### src/rtl/dpram_loader_pkg.sv
// Shared types and constants for the dpram loader.
//   state_t      : loader FSM states
//   IOCTL_ADDR_W : width of the HPS ioctl byte address
//   CKSUM_W      : width of the additive checksum
package dpram_loader_pkg;
  localparam int IOCTL_ADDR_W = 25;
  localparam int CKSUM_W      = 16;

  typedef enum logic [1:0] {
    IDLE  = 2'd0,
    LOAD  = 2'd1,
    CLEAR = 2'd2,
    DONE  = 2'd3
  } state_t;
endpackage

### src/rtl/dpram_loader_cksum.sv
// Registered accumulator: o_sum <= o_sum + zero-extended i_d when i_en.
// Used both for the byte checksum and (with i_d = 1) the byte counter.
//   clk, reset : clock, synchronous active-high reset
//   i_clr      : synchronous clear (wins over i_en)
//   i_en       : accumulate i_d this cycle
//   i_d        : addend, DW bits, zero-extended (truncated if DW > W)
//   o_sum      : accumulated value, W bits, wraps mod 2**W
module dpram_loader_cksum #(
  parameter int W  = 16,
  parameter int DW = 8
) (
  input  logic          clk,
  input  logic          reset,
  input  logic          i_clr,
  input  logic          i_en,
  input  logic [DW-1:0] i_d,
  output logic [W-1:0]  o_sum
);
  logic [W-1:0] r_sum;

  always_ff @(posedge clk) begin
    if (reset || i_clr) r_sum <= '0;
    else if (i_en)      r_sum <= r_sum + W'(i_d);
  end

  assign o_sum = r_sum;
endmodule

### src/rtl/dpram_loader.sv
// HPS ioctl download -> dpram port A write initiator.
// Each accepted download byte becomes one registered write on port A; after
// the download it optionally zero-fills the RAM above the highest written
// address, then flags done with a byte count and mod-2^16 checksum.
// Optional build macro: DPRAM_LOADER_VERIFY_EN (read-back verify of every
// load write, adds the verify_err output).
//   clk, reset       : clock, synchronous active-high reset
//   ioctl_download   : high for the whole transfer (rising edge starts a load)
//   ioctl_wr         : one-cycle byte strobe
//   ioctl_addr       : byte address of ioctl_dout
//   ioctl_dout       : download byte
//   ioctl_wait       : stall to the HPS (tail fill / verify read-back)
//   mem_ce/wr/addr/din : dpram port A controls
//   mem_dout         : dpram port A read data (verify build only)
//   verify_err       : sticky read-back mismatch (verify build only)
//   busy             : load or fill in progress
//   done             : sticky, load completed
//   overflow         : sticky, a byte was addressed past the RAM
//   byte_count       : bytes written during the load
//   checksum         : mod-2^16 sum of the written bytes
module dpram_loader
  import dpram_loader_pkg::*;
#(
  parameter int DATA       = 8,
  parameter int ADDR       = 14,
  parameter int CLEAR_TAIL = 1
) (
  input  logic                    clk,
  input  logic                    reset,
  input  logic                    ioctl_download,
  input  logic                    ioctl_wr,
  input  logic [IOCTL_ADDR_W-1:0] ioctl_addr,
  input  logic [DATA-1:0]         ioctl_dout,
  output logic                    ioctl_wait,
  output logic                    mem_ce,
  output logic                    mem_wr,
  output logic [ADDR-1:0]         mem_addr,
  output logic [DATA-1:0]         mem_din,
  input  logic [DATA-1:0]         mem_dout,
`ifdef DPRAM_LOADER_VERIFY_EN
  output logic                    verify_err,
`endif
  output logic                    busy,
  output logic                    done,
  output logic                    overflow,
  output logic [ADDR:0]           byte_count,
  output logic [CKSUM_W-1:0]      checksum
);
  localparam logic [ADDR-1:0] LAST = '1;

  state_t            r_state, w_state_nxt;
  logic              r_dl_q;
  logic              r_hw_vld;     // at least one byte landed this load
  logic [ADDR-1:0]   r_hw;         // highest address written this load
  logic [ADDR-1:0]   r_clr_addr;   // address currently on the port during CLEAR
  logic              r_mem_ce, r_mem_wr;
  logic [ADDR-1:0]   r_mem_addr;
  logic [DATA-1:0]   r_mem_din;
  logic              r_done, r_ovf;

  logic              w_dl_rise, w_in_range, w_strobe, w_accept, w_ovf_hit;
  logic              w_start, w_load_end, w_fill;
  logic [ADDR-1:0]   w_fill_start;
  logic              w_stall, w_vbusy, w_vrd;

  assign w_dl_rise  = ioctl_download & ~r_dl_q;
  assign w_in_range = (ioctl_addr[IOCTL_ADDR_W-1:ADDR] == '0);
  // strobes during a stall are protocol errors and are dropped
  assign w_strobe   = (r_state == LOAD) & ioctl_wr & ~w_stall;
  assign w_accept   = w_strobe & w_in_range;
  assign w_ovf_hit  = w_strobe & ~w_in_range;
  assign w_start    = (r_state != LOAD) & (w_state_nxt == LOAD);
  // a strobe on the falling cycle keeps LOAD one more cycle so its write
  // is on the port before CLEAR/DONE take over the outputs
  assign w_load_end = ~ioctl_download & ~w_accept & ~w_vbusy;
  assign w_fill       = (CLEAR_TAIL != 0) && (!r_hw_vld || r_hw != LAST);
  assign w_fill_start = r_hw_vld ? r_hw + ADDR'(1) : '0;

  always_comb begin
    w_state_nxt = r_state;
    case (r_state)
      IDLE:    if (w_dl_rise) w_state_nxt = LOAD;
      LOAD:    if (w_load_end) w_state_nxt = w_fill ? CLEAR : DONE;
      CLEAR:   if (w_dl_rise) w_state_nxt = LOAD;
               else if (r_clr_addr == LAST) w_state_nxt = DONE;
      DONE:    w_state_nxt = w_dl_rise ? LOAD : IDLE;
      default: w_state_nxt = IDLE;
    endcase
  end

  always_ff @(posedge clk) begin
    if (reset) begin
      r_state    <= IDLE;
      r_dl_q     <= 1'b0;
      r_hw_vld   <= 1'b0;
      r_hw       <= '0;
      r_clr_addr <= '0;
      r_mem_ce   <= 1'b0;
      r_mem_wr   <= 1'b0;
      r_mem_addr <= '0;
      r_mem_din  <= '0;
      r_done     <= 1'b0;
      r_ovf      <= 1'b0;
    end else begin
      r_state  <= w_state_nxt;
      r_dl_q   <= ioctl_download;
      r_mem_ce <= w_vrd;   // read-back cycle keeps addr, wr low
      r_mem_wr <= 1'b0;
      if (w_start) begin
        r_hw_vld <= 1'b0;
        r_hw     <= '0;
        r_done   <= 1'b0;
        r_ovf    <= 1'b0;
      end
      if (w_accept) begin
        r_mem_ce   <= 1'b1;
        r_mem_wr   <= 1'b1;
        r_mem_addr <= ioctl_addr[ADDR-1:0];
        r_mem_din  <= ioctl_dout;
        r_hw_vld   <= 1'b1;
        if (!r_hw_vld || ioctl_addr[ADDR-1:0] > r_hw) r_hw <= ioctl_addr[ADDR-1:0];
      end
      if (w_ovf_hit) r_ovf <= 1'b1;
      if (r_state == LOAD && w_state_nxt == CLEAR) begin
        r_clr_addr <= w_fill_start;
        r_mem_ce   <= 1'b1;
        r_mem_wr   <= 1'b1;
        r_mem_addr <= w_fill_start;
        r_mem_din  <= '0;
      end
      // stop at LAST: the counter never wraps back to 0
      if (r_state == CLEAR && w_state_nxt == CLEAR) begin
        r_clr_addr <= r_clr_addr + ADDR'(1);
        r_mem_ce   <= 1'b1;
        r_mem_wr   <= 1'b1;
        r_mem_addr <= r_clr_addr + ADDR'(1);
        r_mem_din  <= '0;
      end
      if (w_state_nxt == DONE) r_done <= 1'b1;
    end
  end

`ifdef DPRAM_LOADER_VERIFY_EN
  // [0] write on port, [1] read on port, [2] read data on mem_dout
  logic [2:0]      r_vld_pipe;
  logic [DATA-1:0] r_vdata;
  logic            r_verr;

  always_ff @(posedge clk) begin
    if (reset) begin
      r_vld_pipe <= '0;
      r_vdata    <= '0;
      r_verr     <= 1'b0;
    end else begin
      r_vld_pipe <= {r_vld_pipe[1:0], w_accept};
      if (w_accept) r_vdata <= ioctl_dout;
      if (r_vld_pipe[2] && mem_dout != r_vdata) r_verr <= 1'b1;
    end
  end

  assign w_stall    = |r_vld_pipe[1:0];
  assign w_vbusy    = |r_vld_pipe;
  assign w_vrd      = r_vld_pipe[0];
  assign verify_err = r_verr;
`else
  logic w_unused_dout;
  assign w_unused_dout = ^mem_dout;
  assign w_stall = 1'b0;
  assign w_vbusy = 1'b0;
  assign w_vrd   = 1'b0;
`endif

  dpram_loader_cksum #(.W(CKSUM_W), .DW(DATA)) u_cksum (
    .clk(clk), .reset(reset), .i_clr(w_start), .i_en(w_accept),
    .i_d(ioctl_dout), .o_sum(checksum)
  );

  dpram_loader_cksum #(.W(ADDR+1), .DW(1)) u_bcnt (
    .clk(clk), .reset(reset), .i_clr(w_start), .i_en(w_accept),
    .i_d(1'b1), .o_sum(byte_count)
  );

  assign ioctl_wait = (r_state == CLEAR) | w_stall;
  assign busy       = (r_state == LOAD) | (r_state == CLEAR);
  assign done       = r_done;
  assign overflow   = r_ovf;
  assign mem_ce     = r_mem_ce;
  assign mem_wr     = r_mem_wr;
  assign mem_addr   = r_mem_addr;
  assign mem_din    = r_mem_din;
endmodule

### config.mk
export PLATFORM = sky130hd
export DESIGN_NAME = dpram_loader
export DESIGN_NICKNAME = d
export VERILOG_FILES = /design/src/rtl/dpram_loader_pkg.sv /design/src/rtl/dpram_loader_cksum.sv /design/src/rtl/dpram_loader.sv
export SDC_FILE = /design/constraint.sdc
export NUM_CORES = 1
export LEC_CHECK = 0
export CAP_MARGIN = 20
export CORE_MARGIN = 5
export CORE_UTILIZATION = 30
export CTS_CLUSTER_SIZE = 24
export DETAILED_ROUTE_END_ITERATION = 7
export SLEW_MARGIN = 5
export SYNTH_ARGS = -nofsm -noshare
export SYNTH_HDL_FRONTEND = slang
export SYNTH_SLANG_ARGS = --single-unit
### constraint.sdc
create_clock -name clk -period 4.25 [get_ports clk]
set_input_delay 1.0625 -clock clk [delete_from_list [all_inputs] [get_ports clk]]
set_output_delay 1.0625 -clock clk [all_outputs]
set_load 0.05 [all_outputs]
==> results of run 1 <==
state kept, by name (all words and copies together), names as in the netlist:
signal and flops:
mem_wr 1, r_hw_vld 1, overflow 1, r_clr_addr 14, mem_din 8, r_state 2
r_hw 14, done 1, u_cksum.o_sum 16, mem_addr 14, u_bcnt.o_sum 15, r_dl_q 1
power by group:
group	internal, W	switching (W)
combinational	0.0000884	0.000135
sequential	0.000829	0.00000447
clock	0.000462	0.000367
layout by cell type, fill, tap and decap left out, drive strengths merged, types with 4 or more instances in the layout:
cell type,synthesis,final
buf,15,12
nand2,59,59
clkbuf,13,9
a221oi,13,13
nand3,20,20
inv,38,40
ha,29,29
xnor2,37,37
a211oi,7,7
o21ai,22,22
and3,6,6
nand4,19,19
dfxtp,88,88
a22oi,11,11
nor2b,6,6
a21oi,44,44
nor2,56,56
nand2b,5,5
a2111oi,6,6
nand4b,4,4
a32o,14,14
xor2,12,12
or3,5,5
nor3,8,8
clkdlybuf4s50,0,94
per-layer routing:
metal / track usage / vias to the layer above / wire length, µm
li1: - / 2308 / -
met1: 0.195 / 2224 / 6810
met2: 0.234 / 112 / 6630
met3: 0.0303 / 17 / 664
met4: 0.0515 / 0 / 229
met5: 0 / - / 0
cells by family (layout without fill, tap and decap cells):
kind of cell               count (synthesis)  after routing  synth area share
DFF                                       88             88             0.347
buffers and inverters                     66            160            0.0574
and+or+nand+nor                          205            205             0.206
AOI/OAI and AO/OA                        148            148             0.230
adders and majority gates                 30             30            0.0754
xor gates and xnor gates                  49             49            0.0845
critical path, delay by kind of cell:
kind / cells / cell delay (ns)
buffers and inverters: 1 / 0.40
AOI/OAI and AO/OA: 4 / 1.64
and+or+nand+nor: 2 / 0.92
how the worst max path moves through the flow:
stage / slack, ns / to / cells past startpoint
after floorplan: 0.98 / r_hw[0] / 7
after global placement: 0.13 / mem_addr[6] / 7
after detailed placement: 0.10 / mem_addr[6] / 7
after CTS: 0.47 / mem_addr[6] / 7
after global routing: 0.32 / mem_addr[6] / 7
final: 0.49 / mem_addr[6] / 7
layout make-up:
cell class	instances	area [µm²]
Clock inverter	7	78.8
Multi-Input combinational cell	432	3030
Clock buffer	9	225
Fill cell	1678	10000
Sequential cell	88	1760
Inverter	38	143
Tap cell	220	275
Timing Repair Buffer	106	1040
synthesized netlist by cell type, types with 2 or more instances:
library cell	count	share of area
dfxtp_1	88	0.35
nand2_1	59	0.044
nor2_1	53	0.039
a21oi_1	44	0.043
inv_1	38	0.028
xnor2_1	37	0.064
ha_1	29	0.071
o21ai_0	21	0.021
nand3_1	20	0.020
nand4_1	18	0.022
a32o_1	14	0.028
clkbuf_1	13	0.0096
xor2_1	12	0.021
a221oi_2	10	0.030
a22oi_1	10	0.015
buf_2	8	0.0079
nor3_1	8	0.0079
a211oi_1	6	0.0089
and3_1	6	0.0074
a2111oi_0	5	0.0086
nand2b_1	5	0.0062
nor2b_1	5	0.0062
or3_1	5	0.0062
a21o_1	3	0.0044
a221oi_1	3	0.0052
a31oi_1	3	0.0037
and2_1	3	0.0037
buf_4	3	0.0044
buf_6	3	0.0067
nand4b_1	3	0.0052
a21boi_0	2	0.0030
a2bb2oi_1	2	0.0034
and4_1	2	0.0034
nor2_2	2	0.0025
nor4_1	2	0.0025
o211ai_2	2	0.0049
o41ai_1	2	0.0034
or2_2	2	0.0025
or4_4	2	0.0044
per-stage QoR:
stage,setup slack (ns),instance area (µm²)
floorplan,0.977,5080
global placement,0.129,6250
detailed placement,0.103,6250
CTS,0.468,6550
global route,0.323,6550
finish,0.485,6550
==> results.yml, run 1 <==
run_status:
  status: "completed"
logic_synthesis:
  synthCells: 586
  yosysWarnings: 0
  synth_cell_types: 72
  syn_nets: 661
  yosysSeqAreaShare: 0.347
  synth_edf_count: 0
  synth_async_sr_flop_share: 0
  ys_ff_latch: 88
  synth_area_per_cell_um2: 8.67
  synth_area_mm2: 0.00508
  ys.flop_type: "dfxtp_1"
floorplan:
  initial_core_util: 0.306
  core_area_mm2: 0.0166
  dieHeight_um: 140
  die_w_um: 140
  num_io_pins: 104
  die_area_mm2: 0.0196
  placementRows: 47
global_routing:
  grt_pass1_wl_mm: 23.6
  grtUsageTotal: 0.146
  grt_pass1_vias: 4549
  antenna_found_initial: 0
  grt_max_degree: 45
  grt_overflow: 0
worst_setup_path:
  end_kind: "flop"
  r2r-end: "mem_addr[6]"
  cp-start-kind: "primary input"
  worst_ep_arrival_time_ns: 4.03
  critical_path.max_fanout: 12
  path_cells: "clkdlybuf4s50_1 > or4_4 > nor4_4 > o311ai_4 > a2111oi_4 > a22oi_1 > a221oi_2"
  crit_slowest_cell: "a2111oi_4"
  reg2reg_depth: 8
  critPathLaunch: "ioctl_addr[15]"
  r2r_start: "r_state[1]"
  worstPathRequired_ns: 4.51
  critPathMaxStageDelay_ns: 0.82
  critical_path_class: "in2reg"
  ff2ff_setup_slack_ns: 0.95
cells_and_area:
  num_antenna_cells: 0
  final_core_utilization: 0.395
  finalNonFillerCells: 900
  synthToLayoutAreaGrowth_pct: 29.0
  drive_gt1_frac: 0.0926
  nNetsFinal: 750
route:
  first_pass_iters: 5
  wl_per_cell_um: 15.9
  detail_route.iter0.violations: 383
  wl_mm: 14.3
  drc: 0
  via_count: 4661
  ant_nets: 0
  viasPerCell: 5.18
timing:
  worst_pin_slew_ns: 0.901
  skew_ns: 0.00761
  maxSlewHeadroom: 0.399
  max_freq_ghz: 0.266
  fin_tns_setup_ns: 0
  finalCriticalPeriod_ns: 3.76
  finalCritPeriodShare: 0.886
  slew_violations: 0
  rsz0062_at_grt: "no"
  finalHoldViolations: 0
  hold-worst-slack_ns: 0.457
  finalSetupViolCount: 0
worst_hold_path:
  min_from: "mem_din[4]"
  hold_path_class: "reg2reg"
  holdPathEnd: "mem_din[4]"
  holdPathStages: 2
clock_network:
  cts_sinks: 88
  clkLatencyLatePin_ns: 0.35
  cts_inserted_buffers: 9
  cts_resized: 0
  path_clk_slew_ns: 0.07
  cts_setup_buffers: 0
  cts_tree: "done"
  cts_hold_buf: 0
  root_buffer: "clkbuf_16"
  h-tree-depth: 3
  clk_path_buf_depth: 2
pwr:
  power_w: 0.00189
  leakagePower_nw: 2.16
  ir_drop_uv: 176
  power_per_cell_area_mw_per_mm2: 288
run:
  max-cap-violations: 0
placement:
  numPortBuffers: 95
  place.gp.congestion: 0.902
  dp_cells: 884
  dp_hpwl_mm: 10.8
Note: power is estimated with default switching activity, not from simulation.
==> run 2, diff against run 1 <==
- CORE_ASPECT_RATIO: unset -> 0.5
==> run 2 against run 1 <==
Compared with the run above:
- register-to-register slack gained 0.18 ns
- final cell count grew 0.89%
- sequential cell count is the same
- clock-buffer cell count grew 2
- final area grew 0.29%
==> results.yml, run 2 (synthesis results as in run 1) <==
worst_setup_path:
  path_cells: "clkdlybuf4s50_1 > or4_4 > nor4_4 > o211ai_2 > o311ai_4 > a221o_1 > buf_4 > nand2b_1 > a21oi_1"
  crit_slowest_cell: "or4_4"
  reg2reg_depth: 9
  r2r-end: "mem_din[5]"
  r2r_start: "r_clr_addr[0]"
  critPathMaxStageDelay_ns: 0.56
  critical_path.max_fanout: 28
  worstPathRequired_ns: 4.50
  worst_ep_arrival_time_ns: 3.91
  ff2ff_setup_slack_ns: 1.13
  critPathBufInv: 2
  end_kind: "flop"
  cp_top_family: "simple AND/OR/NAND/NOR gates"
  critical_path_class: "in2reg"
  cp-start-kind: "primary input"
global_routing:
  grtUsageTotal: 0.144
  grt_pass1_vias: 4548
  grt_pass1_wl_mm: 23.4
  grt_max_degree: 36
  antenna_found_initial: 0
  grt_overflow: 0
cells_and_area:
  synthToLayoutAreaGrowth_pct: 29.4
  largest-register: "u_cksum.o_sum"
  nFillCells: 1648
  largest_reg_flops: 16
  num_antenna_cells: 0
  final_core_utilization: 0.399
  reg.largest.list: "u_cksum.o_sum: 16 flops, u_bcnt.o_sum: 15 flops"
  layout_common_cells: "clkdlybuf4s50_1 (95), dfxtp_1 (88), nand2_1 (59)"
  final_common_cell: "clkdlybuf4s50_1"
  drive_gt1_frac: 0.0896
  nNetsFinal: 751
pwr:
  p_int_w: 0.00143
  power_per_cell_area_mw_per_mm2: 289
  p_clk_frac: 0.446
  p_comb_frac: 0.116
  leakagePower_nw: 2.17
  ir_drop_uv: 174
  p_seq_frac: 0.439
  switching_share: 0.247
  p_sw_w: 0.000470
clock_network:
  cts_sinks: 88
  cts_setup_buffers: 0
  cts_hold_buf: 0
  clk_path_buf_depth: 2
  clkLatencyLatePin_ns: 0.34
  path_clk_slew_ns: 0.06
  root_buffer: "clkbuf_16"
  h-tree-depth: 3
  cts_tree: "done"
  cts_inserted_buffers: 9
  cts_resized: 0
timing:
  slew_violations: 0
  maxSlewHeadroom: 0.426
  finalSetupViolCount: 0
  finalHoldViolations: 0
  worst_pin_slew_ns: 0.858
  finalCriticalPeriod_ns: 3.66
  fin_tns_setup_ns: 0
  max_freq_ghz: 0.273
  finalCritPeriodShare: 0.862
  skew_ns: 0.0124
  rsz0062_at_grt: "no"
route:
  wl_per_cell_um: 15.7
  first_pass_iters: 4
  detail_route.iter0.violations: 231
  wl_mm: 14.2
  ant_nets: 0
  via_count: 4630
  drc: 0
  viasPerCell: 5.10
worst_hold_path:
  holdPathEnd: "mem_din[2]"
  min_from: "mem_din[2]"
  holdPathStages: 2
  hold_path_class: "reg2reg"
floorplan:
  die_w_um: 194
  die_area_mm2: 0.0198
  num_io_pins: 104
  core_area_mm2: 0.0165
  placementRows: 33
  dieHeight_um: 102
  initial_core_util: 0.308
run:
  max-cap-violations: 0
placement:
  numPortBuffers: 95
  place.gp.congestion: 0.853
  dp_hpwl_mm: 10.7
run_status:
  status: "completed"
[run 2: changes by cell type in the layout (fill, tap and decap cells not counted), sizes merged]
cell           previous run  this run
clkbuf                    9        11
inv                      40        38
bufinv                    1         2
clkdlybuf4s50            94        95
clkinvlp                  2         1
[run 2: stage by stage]
stage               total power (W)  cell area, µm²  hold WS [ns]  setup WS (ns)  instances
finish                      0.00190            6570         0.451          0.588        908
global route                0.00198            6570         0.472          0.342        908
floorplan                  0.000985            5080         0.457          0.977        586
detailed placement          0.00107            6260         0.444          0.170        892
global placement            0.00107            6260         0.440          0.270        892
CTS                         0.00193            6570         0.453          0.523        908
[run 2: final cells by class]
type	count	area, µm²	share of cell area
flip-flops and latches	88	1760	0.268
multi-input cells	432	3030	0.461
inverters	38	143	0.0217
clock buffers	11	233	0.0354
clock inverters	5	81.3	0.0124
repair buffers	107	1040	0.158
well taps	227	284	0.0432
[run 2: worst reg2reg max path: stages, from the launching register on]
cell and delay [ns]:
dfxtp_1 0.43, ha_1 0.27, nand4_1 0.18, nor2_2 0.31, a31oi_1 0.20, o41a_2 0.59, a221o_1 0.37, buf_4 0.23
nand2b_1 0.33, a21oi_1 0.09
[run 2: routing by layer]
metal  up-vias  track usage  routed length [µm]
li1       2300            -                   -
met1      2242        0.187                6820
met2        81        0.250                6710
met3         7       0.0310                 575
met4         0       0.0297                 121
met5         -            0                   0
[run 2: power groups by stage]
stage	clock network [W]	logic, W	registers, W
final	0.000847	0.000220	0.000834
after global routing	0.000905	0.000240	0.000834
after detailed placement	0	0.000222	0.000853
after CTS	0.000877	0.000223	0.000834
after global placement	0	0.000219	0.000852
after floorplan	0	0.000124	0.000861
[run 2: worst max-delay path by stage]
stage                    from  depth (start not counted)         end  slack (ns)
6_report       ioctl_addr[15]                          9  mem_din[5]        0.59
5_1_grt        ioctl_addr[15]                          9  mem_din[2]        0.34
4_1_cts        ioctl_addr[15]                          9  mem_din[5]        0.52
3_5_place_dp   ioctl_addr[15]                          9  mem_din[5]        0.17
3_3_place_gp   ioctl_addr[15]                          9  mem_din[1]        0.27
2_1_floorplan  ioctl_addr[15]                          7     r_hw[0]        0.98
